==> src/rtl/ccff_pkg.sv <==
// Shared types and sizing helpers for the configuration-chain loader.
// State encoding, byte width, and byte count for a chain of a given length.
package ccff_pkg;

    typedef enum logic [1:0] {
        ST_IDLE   = 2'd0,
        ST_LOAD   = 2'd1,
        ST_VERIFY = 2'd2,
        ST_DONE   = 2'd3
    } ccff_state_t;

    localparam int CCFF_BYTE_W = 8;

    function automatic int ccff_num_bytes(input int chain_len);
        return (chain_len + CCFF_BYTE_W - 1) / CCFF_BYTE_W;
    endfunction

endpackage

==> src/rtl/ccff_serializer.sv <==
// Byte-to-bit serializer, MSB first: a byte taken at edge M loads the shift register at edge M+1.
// byte_rdy is low while the holding byte is full; bit_vld drops when both the holding byte and the shift register are empty.
module ccff_serializer
    import ccff_pkg::*;
(
    input  logic                   prog_clk,
    input  logic                   prog_reset,
    input  logic                   clr,
    input  logic                   byte_vld,
    input  logic [CCFF_BYTE_W-1:0] byte_dat,
    input  logic                   byte_last,
    output logic                   byte_rdy,
    input  logic [3:0]             last_partial,
    output logic                   bit_vld,
    output logic                   bit_dat
);

    logic                   buf_vld_q, buf_vld_d;
    logic                   buf_last_q, buf_last_d;
    logic [CCFF_BYTE_W-1:0] buf_dat_q, buf_dat_d;
    logic [CCFF_BYTE_W-1:0] sr_q, sr_d;
    logic [3:0]             sr_cnt_q, sr_cnt_d;
    logic                   bit_vld_q, bit_vld_d;

    assign byte_rdy = ~buf_vld_q;
    assign bit_vld  = bit_vld_q;
    assign bit_dat  = sr_q[CCFF_BYTE_W-1];

    always_comb begin
        buf_vld_d  = buf_vld_q;
        buf_last_d = buf_last_q;
        buf_dat_d  = buf_dat_q;
        sr_d       = sr_q;
        sr_cnt_d   = sr_cnt_q;

        if (bit_vld_q) begin
            sr_d     = {sr_q[CCFF_BYTE_W-2:0], 1'b0};
            sr_cnt_d = sr_cnt_q - 4'd1;
        end

        // Reload on the same edge the last bit leaves, so a held byte streams without a bubble.
        if (buf_vld_q && (sr_cnt_d == 4'd0)) begin
            sr_d      = buf_dat_q;
            sr_cnt_d  = buf_last_q ? last_partial : 4'd8;
            buf_vld_d = 1'b0;
        end

        if (byte_vld && !buf_vld_q) begin
            buf_vld_d  = 1'b1;
            buf_dat_d  = byte_dat;
            buf_last_d = byte_last;
        end

        if (clr) begin
            buf_vld_d  = 1'b0;
            buf_last_d = 1'b0;
            buf_dat_d  = '0;
            sr_d       = '0;
            sr_cnt_d   = 4'd0;
        end

        bit_vld_d = (sr_cnt_d != 4'd0);
    end

    always_ff @(posedge prog_clk or posedge prog_reset) begin
        if (prog_reset) begin
            buf_vld_q  <= 1'b0;
            buf_last_q <= 1'b0;
            buf_dat_q  <= '0;
            sr_q       <= '0;
            sr_cnt_q   <= 4'd0;
            bit_vld_q  <= 1'b0;
        end else begin
            buf_vld_q  <= buf_vld_d;
            buf_last_q <= buf_last_d;
            buf_dat_q  <= buf_dat_d;
            sr_q       <= sr_d;
            sr_cnt_q   <= sr_cnt_d;
            bit_vld_q  <= bit_vld_d;
        end
    end

endmodule

==> src/rtl/ccff_loader.sv <==
// Config-chain loader: CHAIN_LEN bits onto ccff_head after a 2-cycle fill, 1 bit/cycle; the chain holds when no byte is available.
// CCFF_READBACK_EN adds a VERIFY pass that resends the stream and flags ccff_tail != ccff_head in sticky cfg_error.
module ccff_loader
    import ccff_pkg::*;
#(
    parameter int CHAIN_LEN = 256,
    parameter int CNT_W     = $clog2(CHAIN_LEN + 1)
) (
    input  logic                   prog_clk,
    input  logic                   prog_reset,
    input  logic                   cfg_start,
    input  logic [CCFF_BYTE_W-1:0] cfg_data,
    input  logic                   cfg_valid,
    output logic                   cfg_ready,
    output logic                   ccff_head,
    output logic                   ccff_shift_en,
    input  logic                   ccff_tail,
    output logic                   cfg_busy,
    output logic                   cfg_done,
    output logic                   cfg_error
);

    localparam int NBYTES = ccff_num_bytes(CHAIN_LEN);
    localparam int BCNT_W = $clog2(NBYTES + 1);
    localparam logic [CNT_W-1:0]  LAST_SHIFT = CNT_W'(CHAIN_LEN - 1);
    localparam logic [BCNT_W-1:0] NBYTES_C   = BCNT_W'(NBYTES);
    localparam logic [BCNT_W-1:0] LAST_BYTE  = BCNT_W'(NBYTES - 1);
    localparam logic [3:0]        LAST_BITS  = 4'(CHAIN_LEN - (NBYTES - 1) * CCFF_BYTE_W);

    ccff_state_t       state_q, state_d;
    logic [CNT_W-1:0]  bit_cnt_q, bit_cnt_d;
    logic [BCNT_W-1:0] byte_cnt_q, byte_cnt_d;
    logic              busy_q, busy_d;
    logic              done_q, done_d;
    logic              ser_clr;
    logic              byte_ok;
    logic              byte_rdy;
    logic              bit_vld;
    logic              bit_dat;

    assign byte_ok       = busy_q && (byte_cnt_q < NBYTES_C);
    assign cfg_ready     = byte_ok & byte_rdy;
    assign ccff_head     = bit_dat;
    assign ccff_shift_en = bit_vld;
    assign cfg_busy      = busy_q;
    assign cfg_done      = done_q;

`ifdef CCFF_READBACK_EN
    logic err_q, err_d;
    assign cfg_error = err_q;
`else
    logic tail_unused;
    assign tail_unused = ccff_tail;
    assign cfg_error   = 1'b0;
`endif

    ccff_serializer u_ser (
        .prog_clk     (prog_clk),
        .prog_reset   (prog_reset),
        .clr          (ser_clr),
        .byte_vld     (cfg_valid & byte_ok),
        .byte_dat     (cfg_data),
        .byte_last    (byte_cnt_q == LAST_BYTE),
        .byte_rdy     (byte_rdy),
        .last_partial (LAST_BITS),
        .bit_vld      (bit_vld),
        .bit_dat      (bit_dat)
    );

    always_comb begin
        state_d    = state_q;
        bit_cnt_d  = bit_cnt_q;
        byte_cnt_d = byte_cnt_q;
        busy_d     = busy_q;
        done_d     = done_q;
        ser_clr    = 1'b0;
`ifdef CCFF_READBACK_EN
        err_d      = err_q;
`endif

        if (cfg_valid && cfg_ready) begin
            byte_cnt_d = byte_cnt_q + BCNT_W'(1);
        end

        case (state_q)
            ST_IDLE, ST_DONE: begin
                if (cfg_start) begin
                    state_d    = ST_LOAD;
                    bit_cnt_d  = '0;
                    byte_cnt_d = '0;
                    ser_clr    = 1'b1;
                    busy_d     = 1'b1;
                    done_d     = 1'b0;
`ifdef CCFF_READBACK_EN
                    err_d      = 1'b0;
`endif
                end
            end
            ST_LOAD: begin
                if (bit_vld) begin
                    if (bit_cnt_q == LAST_SHIFT) begin
                        bit_cnt_d = '0;
`ifdef CCFF_READBACK_EN
                        state_d    = ST_VERIFY;
                        byte_cnt_d = '0;
`else
                        state_d = ST_DONE;
                        busy_d  = 1'b0;
                        done_d  = 1'b1;
`endif
                    end else begin
                        bit_cnt_d = bit_cnt_q + CNT_W'(1);
                    end
                end
            end
`ifdef CCFF_READBACK_EN
            ST_VERIFY: begin
                if (bit_vld) begin
                    // The tail shows the bit loaded CHAIN_LEN shifts ago, i.e. this bit's first-pass twin.
                    if (ccff_tail != bit_dat) begin
                        err_d = 1'b1;
                    end
                    if (bit_cnt_q == LAST_SHIFT) begin
                        bit_cnt_d = '0;
                        state_d   = ST_DONE;
                        busy_d    = 1'b0;
                        done_d    = 1'b1;
                    end else begin
                        bit_cnt_d = bit_cnt_q + CNT_W'(1);
                    end
                end
            end
`endif
            default: state_d = ST_IDLE;
        endcase
    end

    always_ff @(posedge prog_clk or posedge prog_reset) begin
        if (prog_reset) begin
            state_q    <= ST_IDLE;
            bit_cnt_q  <= '0;
            byte_cnt_q <= '0;
            busy_q     <= 1'b0;
            done_q     <= 1'b0;
`ifdef CCFF_READBACK_EN
            err_q      <= 1'b0;
`endif
        end else begin
            state_q    <= state_d;
            bit_cnt_q  <= bit_cnt_d;
            byte_cnt_q <= byte_cnt_d;
            busy_q     <= busy_d;
            done_q     <= done_d;
`ifdef CCFF_READBACK_EN
            err_q      <= err_d;
`endif
        end
    end

endmodule
==> config.mk <==
export PLATFORM = sky130hd
export DESIGN_NAME = ccff_loader
export DESIGN_NICKNAME = d
export VERILOG_FILES = /design/src/rtl/ccff_pkg.sv /design/src/rtl/ccff_serializer.sv /design/src/rtl/ccff_loader.sv
export SDC_FILE = /design/constraint.sdc
export NUM_CORES = 1
export LEC_CHECK = 0
export CAP_MARGIN = 20
export CORE_ASPECT_RATIO = 0.6
export CORE_UTILIZATION = 60
export DETAILED_ROUTE_END_ITERATION = 10
export HOLD_SLACK_MARGIN = 0.08
export PLACE_DENSITY = 0.83
export SLEW_MARGIN = 20
export SYNTH_ARGS = -nofsm -noshare
export SYNTH_HDL_FRONTEND = slang
export SYNTH_SLANG_ARGS = --single-unit
==> constraint.sdc <==
create_clock -name prog_clk -period 5.1 [get_ports prog_clk]
set_clock_uncertainty 0.05 [all_clocks]
set_input_delay 0.765 -clock prog_clk [delete_from_list [all_inputs] [get_ports prog_clk]]
set_output_delay 0.765 -clock prog_clk [all_outputs]
set_load 0.02 [all_outputs]
==> results of run 1 <==
-- layer usage --
layer  up-vias  part of all wire [%]  track usage, %
met5         -                     0               0
met4         0                  0.76            8.30
met3         4                   4.6            5.14
met2        56                    43            38.6
met1       772                    52            35.5
li1        782                     -               -
-- flip-flops by register name (all words and copies together) (netlist names) --
register / cells
bit_cnt_q: 9
byte_cnt_q: 6
cfg_busy: 1
cfg_done: 1
state_q: 2
u_ser.bit_vld: 1
u_ser.buf_dat_q: 8
u_ser.buf_vld_q: 1
u_ser.sr_cnt_q: 4
u_ser.sr_q: 8
-- power groups by stage --
| stage | sequential (W) | clock, W | combinational [W] |
|---|---|---|---|
| 2_1_floorplan | 0.000530 | 0 | 0.000519 |
| 3_3_place_gp | 0.000561 | 0 | 0.000607 |
| 3_5_place_dp | 0.000572 | 0 | 0.000642 |
| 4_1_cts | 0.000566 | 0.000214 | 0.000648 |
| 5_1_grt | 0.000587 | 0.000227 | 0.000731 |
| 6_report | 0.000570 | 0.000211 | 0.000658 |
-- stage by stage --
step                      cell area [µm²]  power [W]  setup WS [ns]
after detailed placement             2240    0.00121           2.20
after floorplan                      2070    0.00105           3.17
after global placement               2240    0.00117           2.24
final                                2340    0.00144           2.45
after global routing                 2340    0.00155           2.34
after CTS                            2330    0.00143           2.47
-- critical path: stages (launching register included) --
cell and delay (ns):
dfrtp_1 0.56, nor3b_1 0.33, clkdlybuf4s50_1 0.65
-- worst max-delay path by stage --
stage / start / end / slack, ns / depth (start not counted)
6_report: u_ser.buf_vld_q$_DFFE_PP0P_ / cfg_ready / 2.45 / 2
3_5_place_dp: cfg_valid / byte_cnt_q[5]$_DFF_PP0_ / 2.20 / 5
5_1_grt: u_ser.buf_vld_q$_DFFE_PP0P_ / cfg_ready / 2.34 / 2
4_1_cts: u_ser.buf_vld_q$_DFFE_PP0P_ / cfg_ready / 2.47 / 2
2_1_floorplan: state_q[0]$_DFFE_PP0P_ / bit_cnt_q[6]$_DFFE_PP0P_ / 3.17 / 7
3_3_place_gp: cfg_valid / byte_cnt_q[5]$_DFF_PP0_ / 2.24 / 5
-- cell type report --
class                      instances  area (µm²)
sequential                        41        1030
timing repair buffer              17         168
multi-input combinational        153         977
tap                               45        56.3
clock buffer                       7        86.3
inverter                           7        26.3
fill                             233         923
-- kinds of logic after synthesis --
family | Yosys count | synth area share, %
other cells | 1 | 0.182
fa+ha+maj | 5 | 3.03
buf+inv | 18 | 3.76
flops | 41 | 49.7
xor+xnor | 9 | 3.82
compound gates | 44 | 14.1
mux | 9 | 4.85
simple gates | 85 | 20.6
-- cell usage in the layout (no fill, tap or decap), types with 2 or more instances in the layout --
cell type | synthesis | routed
dfrtp_1 | 41 | 41
nand2_1 | 31 | 31
a21oi_1 | 16 | 16
nor2_1 | 16 | 16
clkdlybuf4s50_1 | 0 | 16
nor3_1 | 11 | 11
nor4_1 | 9 | 9
mux2_2 | 8 | 8
a31oi_1 | 8 | 8
o21ai_0 | 6 | 6
clkbuf_8 | 0 | 6
xor2_1 | 5 | 5
inv_1 | 5 | 5
ha_1 | 5 | 5
xnor2_1 | 4 | 4
nand4_1 | 4 | 4
a22o_1 | 4 | 4
nor3b_1 | 2 | 2
nor2b_1 | 2 | 2
nand3_1 | 2 | 2
a211o_1 | 2 | 2
nand2b_1 | 2 | 2
==> results.ini, run 1 <==
[yosys]
synth_seq_cells = 41
yosys_warnings = 0
post-synth-top-count-cell = dfrtp_1
synth.top_cell.area_share_pct = 49.7
synth.distinct_cells = 42
syn_inst = 212
syn_area_per_cell_um2 = 9.74
ys_async_sr_fraction_pct = 100
ys_top_cells_by_area = dfrtp_1, nand2_1, mux2_2, a21oi_1, ha_1
synth.net_count = 230
synth-edff-count = 0
ys_seq_area_share_pct = 49.7
synth_ff_type = dfrtp_1
synth_common_cells = dfrtp_1, nand2_1, a21oi_1, nor2_1, nor3_1
syn_area_um2 = 2070
yosys.area.top_type = dfrtp_1

[sta]
fmax_ghz = 0.378
tightest_slew_ns = 0.951
tns_ns = 0
max_slew_margin_pct = 36.6
rsz0062_at_grt = false
finalMaxSlewViolations = 0
hold_viol_final = 0
fin_crit_sh_pct = 51.9
whs_ns = 0.469
setup_viol = 0
min_period_ns = 2.65

[clocking]
worstSkewPairLatency_ns = 0.29
path_clk_slew_ns = 0.08
max-clock-path-buffers = 2
cts-resized-gates = 0
cts_tree = built
htree_num_levels = 2
cts_sinks = 41
post_cts_buffers = 0
cts_made_buffers = 5
hold_buffers = 0
root_buffer = clkbuf_8

[global_routing]
antenna_found_initial = 0
first_global_vias = 1417
grt.total_usage_pct = 24.7
grt_pass1_wl_mm = 6.62
grt_max_degree = 42
overflow = 0

[pwr]
power_frac_comb_pct = 45.7
powerDensity_nw_per_um2 = 615
leakagePower_nw = 1.02
switchingPower_w = 0.000628
peakVddDrop_mv = 0.393
clock_power_share_pct = 14.7
seqPwrFrac_pct = 39.6
internal_power_w = 0.000812
swShare_pct = 43.6

[floorplanning]
die_w_um = 77.8
ios = 19
fp-row-count = 16
core_um2 = 3260
start_util_pct = 63.3
die_h_um = 47.5
die_area_um2 = 3690

[worst_setup_path]
critPathCaptureType = output port
r2r_slack_ns = 2.95
rr_worst_depth = 4
critPathLaunchType = flip-flop
r2r-start = u_ser.bit_vld$_DFF_PP0_
r2r-end = bit_cnt_q[6]$_DFFE_PP0P_
path_class = flip-flop to output port
path_max_fanout = 13
required_ns = 4.28
arrival_ns = 1.83

[hold_path]
hold_depth = 2
worstHoldEndpoint = cfg_done$_DFFE_PP0P_
hold_class = flip-flop to flip-flop
min_from = cfg_done$_DFFE_PP0P_

[status]
outcome = finished, final reports clean

[cells_and_area]
syn_to_final_growth_pct = 13.3
diodes = 0
final_nets = 243
final_core_util_pct = 71.7
layout.cells.non_filler = 270
drive_gt1_share_pct = 8.89

[route]
vias = 1614
wl_mm = 4.23
dr.pass1.iters = 4
drc = 0
wl_per_cell_um = 15.7
postRouteAntennaNets = 0
routed_via_density = 5.98
drt_iter0_drc = 144

[placed_design]
dpl.hpwl_mm = 2.95
finalWeightedCongestion = 0.879
portBuffers = 16
placedCellCount = 263

[run]
drv_cap = 0

Power figures use the tool's default switching activity.
==> inputs of run 2 (changes only) <==
- CORE_UTILIZATION: 60 -> 56
- PLACE_DENSITY: 0.83 -> 0.78
- clock period: 5.1 -> 2.6 ns (I/O delays scaled with it)
==> run 2 against run 1 <==
Design area grew 1.9%. First-iteration DRC count grew 13%. Highest routed layer unchanged. Total power grew 110%. Worst setup slack lost 2.2 ns. Largest cell class unchanged. Register-to-register slack lost 2.5 ns. Worst hold slack lost 0.020 ns. Clock power grew 150%. Global-route usage grew 1.6 points. Critical path type unchanged. Die area grew 6.9%.
==> results.ini, run 2 (same netlist as run 1, synthesis figures left out) <==
[status]
outcome = finished, final reports clean  ; unchanged

[floorplanning]
ios = 19  ; unchanged
die_w_um = 80.4  ; was 77.8 µm
die_area_um2 = 3940  ; was 3690 µm²
fp-row-count = 16  ; unchanged
start_util_pct = 61.1  ; was 63.3%
die_h_um = 49.0  ; was 47.5 µm
core_um2 = 3380  ; was 3260 µm²

[placed_design]
finalWeightedCongestion = 0.820  ; was 0.879
portBuffers = 16  ; unchanged
dpl.hpwl_mm = 3.21  ; was 2.95 mm
place_area_um2 = 2270  ; was 2240 µm²

[route]
dr.pass1.iters = 4  ; unchanged
wl_mm = 4.44  ; was 4.23 mm
drt_iter0_drc = 162  ; was 144
routed_via_density = 6.01  ; was 5.98
postRouteAntennaNets = 0  ; unchanged
wl_per_cell_um = 16.2  ; was 15.7 µm
vias = 1648  ; was 1,614
drc = 0  ; unchanged

[sta]
min_period_ns = 2.32
rsz0062_at_grt = false  ; unchanged
max_slew_margin_pct = 51.1  ; was 36.6%
fmax_ghz = 0.432
tns_ns = 0  ; unchanged
fin_crit_sh_pct = 89.1
tightest_slew_ns = 0.729  ; was 0.951 ns
hold_viol_final = 0  ; unchanged
whs_ns = 0.449  ; was 0.469 ns
finalMaxSlewViolations = 0  ; unchanged
setup_viol = 0  ; unchanged

[global_routing]
met1_usage_pct = 39.3  ; was 35.5%
gr-usage-met2_pct = 39.8  ; was 38.6%
grt_max_degree = 42  ; unchanged
overflow = 0  ; unchanged
grt.total_usage_pct = 26.2  ; was 24.7%
grt_busiest_layer = met2  ; unchanged
grt_pass1_wl_mm = 7.69  ; was 6.62 mm
met3_usage_pct = 5.05  ; was 5.14%
antenna_found_initial = 0  ; unchanged
first_global_vias = 1573  ; was 1,417

[hold_path]
hold_class = flip-flop to flip-flop  ; unchanged
worstHoldEndpoint = cfg_done$_DFFE_PP0P_  ; unchanged
min_from = cfg_done$_DFFE_PP0P_  ; unchanged
hold_depth = 2  ; unchanged

[run]
drv_cap = 0  ; unchanged

[cells_and_area]
largest_register_ffs = 9  ; unchanged
layout_common_cells = dfrtp_1, nand2_1, a21oi_1, nor2_1, clkdlybuf4s50_1  ; unchanged
syn_to_final_growth_pct = 15.4  ; was 13.3%
top_register = bit_cnt_q  ; unchanged
reg_top3 = bit_cnt_q x9, u_ser.buf_dat_q x8, u_ser.sr_q x8  ; unchanged
multi_input_area_um2 = 968  ; was 977 µm²
post-route-cell-area_um2 = 2380  ; was 2340 µm²
final_nets = 246  ; was 243
diodes = 0  ; unchanged
regArea_um2 = 1030  ; unchanged
drive_gt1_share_pct = 10.5  ; was 8.89%
layout_commonest_cell = dfrtp_1  ; unchanged
fill_cells = 234  ; was 233

[worst_setup_path]
required_ns = 2.16  ; was 4.28 ns
arrival_ns = 1.88  ; was 1.83 ns
path_max_fanout = 13  ; unchanged
critPathCaptureType = output port  ; unchanged
critPathLaunchType = flip-flop  ; unchanged
path_class = flip-flop to output port  ; unchanged
r2r-end = bit_cnt_q[6]$_DFFE_PP0P_  ; unchanged
r2r_slack_ns = 0.48  ; was 2.95 ns
r2r-start = u_ser.bit_vld$_DFF_PP0_  ; unchanged
rr_worst_depth = 4  ; unchanged

[pwr]
clock_power_share_pct = 17.6  ; was 14.7%
peakVddDrop_mv = 0.665  ; was 0.393 mV
powerDensity_nw_per_um2 = 1250  ; was 615 nW/µm²
switchingPower_w = 0.00127  ; was 0.000628 W
leakagePower_nw = 1.05  ; was 1.02 nW
internal_power_w = 0.00171  ; was 0.000812 W
power_frac_comb_pct = 44.8  ; was 45.7%
swShare_pct = 42.6  ; was 43.6%
seqPwrFrac_pct = 37.5  ; was 39.6%

[clocking]
worstSkewPairLatency_ns = 0.29  ; about the same
htree_num_levels = 2  ; unchanged
root_buffer = clkbuf_8  ; unchanged
cts_made_buffers = 5  ; unchanged
cts_sinks = 41  ; unchanged
cts-resized-gates = 0  ; unchanged
post_cts_buffers = 0  ; unchanged
path_clk_slew_ns = 0.08  ; about the same
cts_tree = built  ; unchanged
hold_buffers = 0  ; unchanged
max-clock-path-buffers = 2  ; unchanged

[run 2: cell count changes in the layout (fill, tap and decap cells not counted), sizes merged]
cell	delta
bufinv	+1
buf	+3
[run 2: worst max path at each step]
stage,from,endpoint,slack [ns],cells after the start
global route,u_ser.buf_vld_q$_DFFE_PP0P_,cfg_ready,0.20,2
floorplan,state_q[0]$_DFFE_PP0P_,bit_cnt_q[6]$_DFFE_PP0P_,0.67,7
CTS,u_ser.buf_vld_q$_DFFE_PP0P_,cfg_ready,0.31,2
detailed placement,cfg_start,bit_cnt_q[6]$_DFFE_PP0P_,0.44,5
global placement,cfg_start,bit_cnt_q[6]$_DFFE_PP0P_,0.48,5
finish,u_ser.buf_vld_q$_DFFE_PP0P_,cfg_ready,0.28,2
[run 2: layout make-up]
cell class                 count  area share, %
clock buffer                   7           3.62
clock inverter                 1           1.26
inverter                       7           1.10
multi-input combinational    153           40.6
sequential                    41           43.0
tap                           45           2.36
timing repair buffer          20           7.98
[run 2: worst max-delay path, cell delays in order (launching register included)]
cell and delay, ns:
dfrtp_1 0.54, nor3b_1 0.37, clkdlybuf4s50_1 0.67
[run 2: through the flow]
stage | utilization, % | setup WS (ns) | instances | power, W
floorplan | - | 0.669 | 212 | 0.00206
CTS | 70.5 | 0.313 | 274 | 0.00298
global route | 70.5 | 0.204 | 274 | 0.00321
detailed placement | 67.0 | 0.439 | 266 | 0.00245
global placement | 67.0 | 0.477 | 266 | 0.00233
finish | 70.5 | 0.283 | 274 | 0.00299
[run 2: routing by layer]
| metal | vias to the layer above | routed length, µm |
|---|---|---|
| met5 | - | 0 |
| met4 | 0 | 30 |
| met3 | 4 | 205 |
| met2 | 50 | 2080 |
| met1 | 805 | 2120 |
| li1 | 789 | - |
[run 2: power by group through the flow]
stage / clock network, W / registers, W / logic (W)
after floorplan: 0 / 0.00104 / 0.00102
after global placement: 0 / 0.00110 / 0.00123
after detailed placement: 0 / 0.00113 / 0.00132
after CTS: 0.000533 / 0.00111 / 0.00133
after global routing: 0.000566 / 0.00115 / 0.00149
final: 0.000527 / 0.00112 / 0.00134
==> inputs of run 3 (changes only) <==
- CORE_UTILIZATION: 56 -> 60
- DONT_BUFFER_PORTS: not set -> 1
- PLACE_DENSITY: 0.78 -> 0.76
==> run 3 against run 2 <==
Sequential power hardly changed. Non-clock buffer count is 14 lower. Final cell count is 5.1% lower. Sequential share of layout area is 3.4 points higher. Via count shrank 6.3%. Combinational power is 9.7% lower. Die area fell by 6.5%. First-iteration DRC count decreased by 36%. Largest cell class unchanged. Largest power group unchanged. Highest routed layer unchanged.
==> results.ini, run 3 (same netlist as run 1, synthesis figures left out) <==
[route]
vias = 1545  ; was 1,648
wl_mm = 4.02  ; was 4.44 mm
drt_iter0_drc = 103  ; was 162
wl_per_cell_um = 15.4  ; was 16.2 µm
dr.pass1.iters = 4  ; unchanged
postRouteAntennaNets = 0  ; unchanged
routed_via_density = 5.94  ; was 6.01
drc = 0  ; unchanged

[floorplanning]
die_area_um2 = 3690  ; was 3940 µm²
core_um2 = 3260  ; was 3380 µm²
ios = 19  ; unchanged
start_util_pct = 63.3  ; was 61.1%
die_w_um = 77.8  ; was 80.4 µm
die_h_um = 47.5  ; was 49.0 µm
fp-row-count = 16  ; unchanged

[worst_setup_path]
critPathCaptureType = flip-flop  ; was output port
critPathMaxStageDelay_ns = 0.60  ; was 0.67 ns
cpMaxStageDelayCell = a211oi_1  ; was clkdlybuf4s50_1
required_ns = 2.73  ; was 2.16 ns
arrival_ns = 2.30  ; was 1.88 ns
critPathLaunchType = flip-flop  ; unchanged
timing.critical_path.cells = inv_1 > ha_1 > nor2b_1 > a211oi_1 > o21ai_0 > a22o_1  ; was nor3b_1 > clkdlybuf4s50_1
path_class = flip-flop to flip-flop  ; was flip-flop to output port
path_max_fanout = 6  ; was 13

[global_routing]
first_global_vias = 1318  ; was 1,573
grt_pass1_wl_mm = 6.29  ; was 7.69 mm
antenna_found_initial = 0  ; unchanged
grt_max_degree = 42  ; unchanged
grt.total_usage_pct = 23.4  ; was 26.2%
overflow = 0  ; unchanged

[clocking]
htree_num_levels = 2  ; unchanged
root_buffer = clkbuf_8  ; unchanged
cts_tree = built  ; unchanged
path_clk_slew_ns = 0.08  ; about the same
max-clock-path-buffers = 2  ; unchanged
cts_made_buffers = 5  ; unchanged
worstSkewPairLatency_ns = 0.29  ; about the same
cts_sinks = 41  ; unchanged

[sta]
whs_ns = 0.122  ; was 0.449 ns
tns_ns = 0  ; unchanged
min_period_ns = 2.17  ; was 2.32 ns
setup_viol = 0  ; unchanged
tightest_slew_ns = 0.743  ; was 0.729 ns
hold_viol_final = 0  ; unchanged
fmax_ghz = 0.462  ; was 0.432 GHz
finalMaxSlewViolations = 0  ; unchanged
rsz0062_at_grt = false  ; unchanged
fin_crit_sh_pct = 83.3  ; was 89.1%
max_slew_margin_pct = 49.8  ; was 51.1%
setup_ws_ns = 0.434  ; was 0.283 ns

[cells_and_area]
final_nets = 232  ; was 246
multi_input_area_um2 = 968  ; unchanged
largest_register_ffs = 9  ; unchanged
diodes = 0  ; unchanged
layout_common_cells = dfrtp_1, nand2_1, a21oi_1, nor2_1, nor3_1  ; was dfrtp_1, nand2_1, a21oi_1, nor2_1, clkdlybuf4s50_1
drive_gt1_share_pct = 11.6  ; was 10.5%
regArea_um2 = 1030  ; unchanged
layout_commonest_cell = dfrtp_1  ; unchanged
top_register = bit_cnt_q  ; unchanged
syn_to_final_growth_pct = 6.84  ; was 15.4%
fill_cells = 246  ; was 234
reg_top3 = bit_cnt_q x9, u_ser.buf_dat_q x8, u_ser.sr_q x8  ; unchanged

[placed_design]
finalWeightedCongestion = 0.860  ; was 0.820
dpl.hpwl_mm = 2.75  ; was 3.21 mm
portBuffers = 0  ; was 16
pre_cts_slack_ns = 0.485  ; was 0.439 ns

[pwr]
leakagePower_nw = 0.982  ; was 1.05 nW
powerDensity_nw_per_um2 = 1240  ; was 1250 nW/µm²
peakVddDrop_mv = 0.697  ; was 0.665 mV

[status]
outcome = finished, final reports clean  ; unchanged

[hold_path]
hold_class = input port to flip-flop  ; was flip-flop to flip-flop

[run]
drv_cap = 0  ; unchanged

## run 3: cell types whose count changed in the layout (fill, tap and decap cells not counted), sizes merged
| cell | delta |
|---|---|
| buf | +1 |
| bufinv | -1 |
| clkbuf | -1 |
| clkdlybuf4s50 | -16 |
| clkinv | +2 |
| dlygate4sd3 | +1 |
## run 3: repair_timing
item / 4_1_cts / 5_1_grt
hold buffers: 1 / 0
buffers inserted: 0 / 0
gates resized for setup: 0 / 0
endpoints found under the hold margin: 28 / 0
## run 3: stage by stage
step	utilization, %	power (W)	area, µm²	instances
4_1_cts	67.6	0.00274	2210	260
5_1_grt	67.6	0.00296	2210	260
6_report	67.6	0.00275	2210	260
3_5_place_dp	64.8	0.00233	2110	251
3_3_place_gp	64.8	0.00226	2110	251
2_1_floorplan	-	0.00206	2070	212
## run 3: final cells by class
cell class | instances | share of cell area, %
tap | 45 | 2.55
timing repair buffer | 6 | 2.15
clock buffer | 6 | 3.29
inverter | 7 | 1.19
multi-input combinational | 153 | 43.9
sequential | 41 | 46.5
clock inverter | 2 | 0.454
## run 3: where the power goes
group	switching, W	internal [W]
Clock	0.000216	0.000186
Sequential	0.000268	0.000863
Combinational	0.000738	0.000476
Total	0.00122	0.00153
## run 3: worst paths after layout
| path | start | to | slack (ns) | cells past startpoint |
|---|---|---|---|---|
| setup reg to reg | state_q[0]$_DFFE_PP0P_ | bit_cnt_q[7]$_DFFE_PP0P_ | 0.43 | 6 |
| hold / removal | cfg_start | byte_cnt_q[5]$_DFF_PP0_ | 0.12 | 1 |
| hold reg to reg | u_ser.buf_dat_q[4]$_DFFE_PP0P_ | u_ser.buf_dat_q[4]$_DFFE_PP0P_ | 0.48 | 2 |
| setup / recovery | state_q[0]$_DFFE_PP0P_ | bit_cnt_q[7]$_DFFE_PP0P_ | 0.43 | 6 |
| max in group asynchronous | prog_reset | bit_cnt_q[7]$_DFFE_PP0P_ | 1.52 | 3 |
| min in group asynchronous | prog_reset | state_q[0]$_DFFE_PP0P_ | 0.62 | 3 |
## run 3: routing by layer
metal	vias to the layer above	part of all wire, %	GRT usage, %
met5	-	0	0
met4	0	0.90	7.17
met3	5	6.5	5.90
met2	48	41	33.5
met1	733	52	35.3
li1	759	-	-
## run 3: critical path, delay by kind of cell, from the launching register on
family          cells  cell delay, ns
fa+ha+maj           1            0.31
buf+inv             1            0.06
compound gates      3            1.07
flops               1            0.36
simple gates        1            0.20
